===== src/rtl/fifo_pkg.sv =====
// Shared FIFO definitions for the read controller and the write controller.
//   clog2 / addr_w : pointer-width helpers; addr_w() never returns less than 1
//   rd_state_t     : read-side state encoding used in first-word-fall-through builds
package fifo_pkg;

  typedef enum logic [1:0] {
    S_EMPTY,
    S_FETCH,
    S_VALID
  } rd_state_t;

  function automatic int clog2(input int value);
    int r;
    r = 0;
    for (int i = 0; i < 32; i++) begin
      if ((1 << r) < value) r++;
    end
    return r;
  endfunction

  // A 1-entry address space still needs a 1-bit pointer port.
  function automatic int addr_w(input int depth);
    return (clog2(depth) < 1) ? 1 : clog2(depth);
  endfunction

endpackage


===== src/rtl/fifo_ptr_wrap.sv =====
// Registered FIFO pointer that advances on en_i and wraps from DEPTH-1 to 0.
// The wrap is an explicit compare, so DEPTH need not be a power of two.
//   clk   : rising-edge clock
//   rst   : asynchronous active-high reset, pointer returns to 0
//   en_i  : advance the pointer by one entry this cycle
//   ptr_o : current pointer value
module fifo_ptr_wrap
  import fifo_pkg::*;
#(
  parameter int DEPTH = 32,
  parameter int PTR_W = addr_w(DEPTH)
) (
  input  logic             clk,
  input  logic             rst,
  input  logic             en_i,
  output logic [PTR_W-1:0] ptr_o
);

  localparam logic [PTR_W-1:0] LAST = PTR_W'(DEPTH - 1);
  localparam logic [PTR_W-1:0] ONE  = PTR_W'(1);

  logic [PTR_W-1:0] ptr_q, ptr_d;

  always_comb begin
    // NOTE: the default assignment up front keeps this block free of inferred latches.
    ptr_d = ptr_q;
    if (en_i) ptr_d = (ptr_q == LAST) ? '0 : ptr_q + ONE;
  end

  // NOTE: registered state is written with <= so every flop samples pre-edge values.
  always_ff @(posedge clk or posedge rst) begin
    if (rst) ptr_q <= '0;
    else     ptr_q <= ptr_d;
  end

  assign ptr_o = ptr_q;

endmodule


===== src/rtl/fifo_rd_ctrl.sv =====
// Read-side FIFO controller: owns the read pointer and the shared occupancy count,
// drives the synchronous-read memory port and registers the popped word.
// Build option: define FIFO_FWFT_EN for first-word-fall-through mode (head word is
// prefetched into rd_data_o; rd_i becomes an acknowledge). Undefined = standard mode.
//   clk, rst        : clock, asynchronous active-high reset
//   wr_i            : push strobe from the write side (accepted iff ~full_o)
//   rd_i            : pop request (standard) / acknowledge (FWFT)
//   mem_rdata_i     : memory read data, valid one cycle after mem_re_o
//   mem_re_o        : memory read enable
//   mem_raddr_o     : memory read address (read pointer)
//   rd_data_o       : registered read data
//   rd_valid_o      : rd_data_o holds a popped word
//   count_o         : entries held in memory, 0..DEPTH
//   full_o, empty_o, almost_empty_o : occupancy status
//   overflow_o      : wr_i while full (push dropped)
//   underflow_o     : rd_i while empty (pop ignored)
module fifo_rd_ctrl
  import fifo_pkg::*;
#(
  parameter  int DEPTH    = 32,
  parameter  int DATA_W   = 8,
  parameter  int AE_LEVEL = 2,
  localparam int ADDR_W   = addr_w(DEPTH)
) (
  input  logic              clk,
  input  logic              rst,
  input  logic              wr_i,
  input  logic              rd_i,
  input  logic [DATA_W-1:0] mem_rdata_i,
  output logic              mem_re_o,
  output logic [ADDR_W-1:0] mem_raddr_o,
  output logic [DATA_W-1:0] rd_data_o,
  output logic              rd_valid_o,
  output logic [ADDR_W:0]   count_o,
  output logic              full_o,
  output logic              empty_o,
  output logic              almost_empty_o,
  output logic              overflow_o,
  output logic              underflow_o
);

  localparam logic [ADDR_W:0] DEPTH_C = (ADDR_W + 1)'(DEPTH);
  localparam logic [ADDR_W:0] AE_C    = (ADDR_W + 1)'(AE_LEVEL);
  localparam logic [ADDR_W:0] ONE     = (ADDR_W + 1)'(1);

  logic [ADDR_W:0]   count_q, count_d;
  logic [DATA_W-1:0] rd_data_q;
  logic              push, pop, mem_re;

  assign full_o         = (count_q == DEPTH_C);
  assign almost_empty_o = (count_q <= AE_C);
  assign overflow_o     = wr_i & full_o;
  assign push           = wr_i & ~full_o;
  assign pop            = mem_re;

  // Push and pop in the same cycle cancel, so the count never passes through DEPTH+1 or -1.
  always_comb begin
    count_d = count_q;
    unique case ({push, pop})
      2'b10:   count_d = count_q + ONE;
      2'b01:   count_d = count_q - ONE;
      default: count_d = count_q;
    endcase
  end

  always_ff @(posedge clk or posedge rst) begin
    if (rst) count_q <= '0;
    else     count_q <= count_d;
  end

  fifo_ptr_wrap #(
    .DEPTH (DEPTH),
    .PTR_W (ADDR_W)
  ) u_rd_ptr (
    .clk   (clk),
    .rst   (rst),
    .en_i  (pop),
    .ptr_o (mem_raddr_o)
  );

`ifdef FIFO_FWFT_EN
  rd_state_t state_q, state_d;
  logic      capture;

  // The head word lives in rd_data_q while in S_VALID; count only covers the memory.
  always_comb begin
    state_d = state_q;
    mem_re  = 1'b0;
    capture = 1'b0;
    unique case (state_q)
      S_EMPTY: begin
        if (count_q != '0) begin
          mem_re  = 1'b1;
          state_d = S_FETCH;
        end
      end
      S_FETCH: begin
        capture = 1'b1;
        state_d = S_VALID;
      end
      S_VALID: begin
        if (rd_i) begin
          if (count_q != '0) begin
            mem_re  = 1'b1;
            state_d = S_FETCH;
          end else begin
            state_d = S_EMPTY;
          end
        end
      end
      default: state_d = S_EMPTY;
    endcase
  end

  always_ff @(posedge clk or posedge rst) begin
    if (rst) begin
      state_q   <= S_EMPTY;
      rd_data_q <= '0;
    end else begin
      state_q <= state_d;
      if (capture) rd_data_q <= mem_rdata_i;
    end
  end

  assign rd_valid_o  = (state_q == S_VALID);
  assign empty_o     = ~rd_valid_o;
  assign underflow_o = rd_i & ~rd_valid_o;
`else
  // Two-stage read: mem_re in N, memory data in N+1, captured word visible in N+2.
  logic re_d1_q, rd_valid_q;

  assign mem_re      = rd_i & (count_q != '0);
  assign empty_o     = (count_q == '0);
  assign underflow_o = rd_i & empty_o;

  always_ff @(posedge clk or posedge rst) begin
    if (rst) begin
      re_d1_q    <= 1'b0;
      rd_valid_q <= 1'b0;
      rd_data_q  <= '0;
    end else begin
      re_d1_q    <= mem_re;
      rd_valid_q <= re_d1_q;
      if (re_d1_q) rd_data_q <= mem_rdata_i;
    end
  end

  assign rd_valid_o = rd_valid_q;
`endif

  assign mem_re_o  = mem_re;
  assign rd_data_o = rd_data_q;
  assign count_o   = count_q;

endmodule


===== config.mk =====
export PLATFORM = sky130hd
export DESIGN_NAME = fifo_rd_ctrl
export DESIGN_NICKNAME = d
export VERILOG_FILES = /design/src/rtl/fifo_pkg.sv /design/src/rtl/fifo_ptr_wrap.sv /design/src/rtl/fifo_rd_ctrl.sv
export SDC_FILE = /design/constraint.sdc
export NUM_CORES = 1
export LEC_CHECK = 0
export CAP_MARGIN = 25
export CORE_AREA = 2 2 55 57
export CTS_CLUSTER_SIZE = 16
export DETAILED_ROUTE_END_ITERATION = 8
export DIE_AREA = 0 0 57 59
export HOLD_SLACK_MARGIN = 0.03
export PLACE_DENSITY_LB_ADDON = 0.08
export SLEW_MARGIN = 20
export SYNTH_ARGS = -nofsm -noshare
export SYNTH_HDL_FRONTEND = slang
export SYNTH_SLANG_ARGS = --single-unit

===== constraint.sdc =====
create_clock -name clk -period 4.5 [get_ports clk]
set_clock_uncertainty 0.1 [all_clocks]
set_input_delay 0.9 -clock clk [delete_from_list [all_inputs] [get_ports clk]]
set_output_delay 0.9 -clock clk [all_outputs]
set_load 0.05 [all_outputs]

==> results.md <==
Logic synthesis:
- By area, the combinational part of the netlist is dominated by simple AND/OR/NAND/NOR gates.
- Of the post-synthesis cell area, the dominant cell type holds 0.440.
- The prevailing post-synth register cell is sky130_fd_sc_hd__dfrtp_1.
- The number of enable-type register cells in the synthesized netlist is 0.
- By area the synthesized netlist is led by sky130_fd_sc_hd__dfrtp_1 44%, sky130_fd_sc_hd__mux2_2 9.4%, sky130_fd_sc_hd__ha_1 5.2%, sky130_fd_sc_hd__o21ai_0 3.4%, sky130_fd_sc_hd__xor2_1 2.9%.
- Yosys printed 0 warnings.
- The cell area after technology mapping is 0.00119 mm².
- The synthesized net count is 132.
- For this run, asynchronously set or reset flops after synthesis account for 1.00.
- The compound-cell area share of the yosys netlist is 0.140.
- Of the total synthesized cell area, the portion taken by XOR and XNOR cells is 0.0440.
- Of the total synthesized cell area, the portion taken by AND, OR, NAND and NOR gates is 0.184.
- The mean instance size in the synthesized netlist is 10.4 µm².
- The adder and majority gate portion of the synthesized area is 0.0524.
- The cell count after synthesis is 115.
- The most area-hungry cell type in the Yosys netlist is sky130_fd_sc_hd__dfrtp_1.
- After synthesis, the netlist uses 39 different library cells.
- After synthesis the netlist holds a flip-flop and latch count of 21.
- The portion of the post-synthesis area used by sequential elements is 0.440.
- The share of synthesized area spent on multiplexers is 0.0942.

Global route:
- The combined global-route utilization of all metal layers is 0.157.
- After global routing the overflow that remains totals 0.
- The initial antenna violation count is 0.
- The global-route wire length before repair is 4130 µm.
- The via count of the first global-routing pass is 936.
- The pin count of the biggest net entering global routing is 22.

Routing:
- The wire length reported by the detailed router is 2380 µm.
- The first detailed-routing pass ran for 4 iterations.
- Detailed routing placed a total of 112 µm of wire on met3.
- Across all layers, the routed design uses 946 vias.
- The via-per-instance ratio is 5.28.
- The highest layer touched by signal routing is met4.
- Wire segments on met2 add up to 1200 µm in the final route.
- The number of nets with antenna violations after detailed routing is 0.
- The violation count after the first detailed-routing iteration is 18.
- The remaining design rule violation count is 0.
- Dividing the detail-routed wire length by the instance count gives 13.3 µm.
- The met1 wire length is 1050 µm.

Die:
- The die covers 0.00336 mm².
- The die outline height is 59 µm.
- The initial utilization of the core area, before any placement, comes to 0.441.
- The floorplan step defined a core boundary enclosing 0.00271 mm².
- The number of core rows is 19.
- From left edge to right edge, the die measures 57 µm.
- For this design the top-level I/O count stands at 38.

Pwr:
- The static power due to leakage is 0.653 nW.
- The share of total power dissipated in the clock network is 0.087.
- The internal power of the cells totals 0.000508 W.
- For this design the total switching power over the nets is 0.000510 W.
- The share of total power dissipated in sequential elements is 0.352.
- The switching part of the total power is 0.501.
- The worst ir drop on vdd is 0.000520 V.
- The combinational share of power is 0.562.
- Total power for the finished layout comes to 0.00102 W.
- In this run the power density over the cells is 637 mW/mm².

Layout:
- Summing all multi-input logic gate instances after layout gives 622 µm².
- In the final design database the tool counted 166 nets.
- The filler cell count in the final layout is 247.
- The layout cell share with drive strength beyond 1 is 0.135.
- The area of all sequential standard cells is 526 µm².
- The area growth from synthesis to layout is 33.7%.
- The number of antenna diodes in the final layout is 0.
- The count of placed standard cells in the final layout, fillers left out is 179.

Clock tree:
- The clock passes through at most 2 buffers.
- Post-CTS repair changed the size of 0 cells.
- The clock network latency to the later pin of the worst-skew pair is 300 ps.
- The number of buffers created by CTS is 3.
- TritonCTS built the clock tree.
- Once the clock tree was built, the setup fixing pass inserted 0 buffers.
- The count of H-tree levels built during CTS is 1.
- Clock tree synthesis selected as its root buffer the cell sky130_fd_sc_hd__clkbuf_4.
- The clock transition at the registers of the reported paths is 110 ps.
- For this design, the CTS-stage hold fixing added 0 buffers.
- The clock net in this run drives a total of 21 sinks.

Placed design:
- The congestion estimate from routability-driven global placement came to 0.759.
- Summed over all nets, the half-perimeter wirelength after detailed placement is 1840 µm.
- Including well taps, the total number of placed cells is 175.
- The placement-stage worst setup slack is 694 ps.
- The count of port buffers added during placement is 37.

Timing:
- The measured slew at the worst slew-check pin is 774 ps.
- The highest clock rate is 272 MHz.
- The final critical path time including I/O delays and setup is 3680 ps.
- In this run the tightest slew margin relative to its limit is 0.483.
- The number of setup violations in the final report is 0.
- Final hold analysis gives a worst-case slack of 412 ps.
- The final worst slack is 823 ps.
- The number of endpoints with negative hold slack in the final report is 0.
- Setup repair after global routing left no endpoint under its margin.
- The final total negative setup slack is 0 ps.
- The number of pins exceeding their max-slew limit in the final report is 0.
- The post-route clock period utilization is 0.817.

Setup path:
- On the critical path, the stage with the largest delay is an instance of sky130_fd_sc_hd__clkdlybuf4s50_1.
- The worst setup path is launched from a flip-flop.
- In this run the critical register-to-register path is launched from count_o[2].
- The endpoint class of the critical path is an output pin.
- The required time reported for the critical path endpoint is 3500 ps.
- Of all nets on the critical path, the largest fanout is 11.
- The stage delay of the slowest cell on the critical path is 730 ps.
- Data arrives at the worst endpoint at 2680 ps.
- Walking the worst path, the cells encountered are or4_1, o31ai_4, inv_1, clkdlybuf4s50_1.
- The type of the worst setup path is reg -> out.
- The launching instance or port of the critical path is count_o[2].

Outcome:
- The run finished with clean final reports.

Min path:
- The tightest min-delay check is of the reg -> reg type.
- In this run the most critical hold path is launched from u_rd_ptr.ptr_o[3].

Flow run:
- Across the run, the number of max-cap violations was 0.
-- area by class of cell --
cell class | instances | share of cell area
Tap cell | 31 | 0.0243
Inverter | 4 | 0.00940
Sequential cell | 21 | 0.329
Timing Repair Buffer | 37 | 0.232
Multi-Input combinational cell | 82 | 0.389
Clock buffer | 4 | 0.0164
-- critical path, delay by kind of cell, from the launching register on --
kind                   cells  cell delay (ps)
buffers and inverters      2              880
and+or+nand+nor            1              650
DFF                        1              520
AOI/OAI and AO/OA          1              330
-- registers in the layout (all words and copies together) (netlist names) --
register        flops
count_o             6
rd_data_o           8
rd_valid_o          1
re_d1_q             1
u_rd_ptr.ptr_o      5
-- power by group through the flow --
stage	clock network (W)	registers, W	logic, W
after floorplan	0	0.000498	0.000270
after global placement	0	0.000359	0.000571
after detailed placement	0	0.000365	0.000576
after CTS	0.0000926	0.000360	0.000578
after global routing	0.000103	0.000375	0.000615
final	0.0000881	0.000358	0.000572
-- cell usage in the layout (no fill, tap or decap), types with 2 or more instances in the layout --
cell type,count
sky130_fd_sc_hd__o21ai_0,8
sky130_fd_sc_hd__and2_1,2
sky130_fd_sc_hd__dfrtp_1,21
sky130_fd_sc_hd__inv_1,4
sky130_fd_sc_hd__a21oi_1,6
sky130_fd_sc_hd__or2_2,3
sky130_fd_sc_hd__xnor2_1,2
sky130_fd_sc_hd__clkdlybuf4s50_1,37
sky130_fd_sc_hd__nor3_1,4
sky130_fd_sc_hd__nor2b_1,4
sky130_fd_sc_hd__xor2_1,4
sky130_fd_sc_hd__nand2b_1,4
sky130_fd_sc_hd__nor2_1,3
sky130_fd_sc_hd__ha_1,5
sky130_fd_sc_hd__nand3_1,3
sky130_fd_sc_hd__clkbuf_4,3
sky130_fd_sc_hd__mux2_2,10
sky130_fd_sc_hd__nand2_1,5
-- per-layer routing --
layer  track usage  vias to the layer above
met5             0                        -
met2         0.279                       23
met4        0.0797                        0
met1         0.188                      449
met3        0.0197                        2
li1              -                      472
-- cells by family (layout without fill, tap and decap cells) --
logic type | count (synthesis) | count (layout)
AND/OR/NAND/NOR | 37 | 37
AO/OA/AOI/OAI | 24 | 24
flip-flops | 21 | 21
buffers and inverters | 12 | 45
multiplexers | 10 | 10
XOR/XNOR | 6 | 6
adder cells (fa/ha/maj) | 5 | 5
-- per-stage QoR --
stage          instance area [µm²]  utilization
4_1_cts                       1600        0.590
3_5_place_dp                  1570        0.580
2_1_floorplan                 1200            -
5_1_grt                       1600        0.590
6_report                      1600        0.590
3_3_place_gp                  1570        0.580
-- synth_stat cells, types with 3 or more instances --
master and count:
sky130_fd_sc_hd__o21ai_0 8, sky130_fd_sc_hd__clkbuf_1 4, sky130_fd_sc_hd__inv_1 4, sky130_fd_sc_hd__or2_2 3
sky130_fd_sc_hd__nor3_1 4, sky130_fd_sc_hd__nand2b_1 4, sky130_fd_sc_hd__a21oi_1 6, sky130_fd_sc_hd__nand3_1 3
sky130_fd_sc_hd__dfrtp_1 21, sky130_fd_sc_hd__mux2_2 10, sky130_fd_sc_hd__nor2_1 3, sky130_fd_sc_hd__xor2_1 4
sky130_fd_sc_hd__ha_1 5, sky130_fd_sc_hd__nor2b_1 4, sky130_fd_sc_hd__nand2_1 5
-- worst paths after layout --
check	to	slack [ps]	cells after the start
worst min register to register	u_rd_ptr.ptr_o[3]	410	1
max in group asynchronous	rd_data_o[7]	2880	2
worst max-delay path	mem_re_o	820	4
worst min-delay path	u_rd_ptr.ptr_o[3]	410	1
worst max register to register	count_o[4]	980	10
min in group asynchronous	rd_data_o[0]	940	2
(Power assumes the default switching activity.)
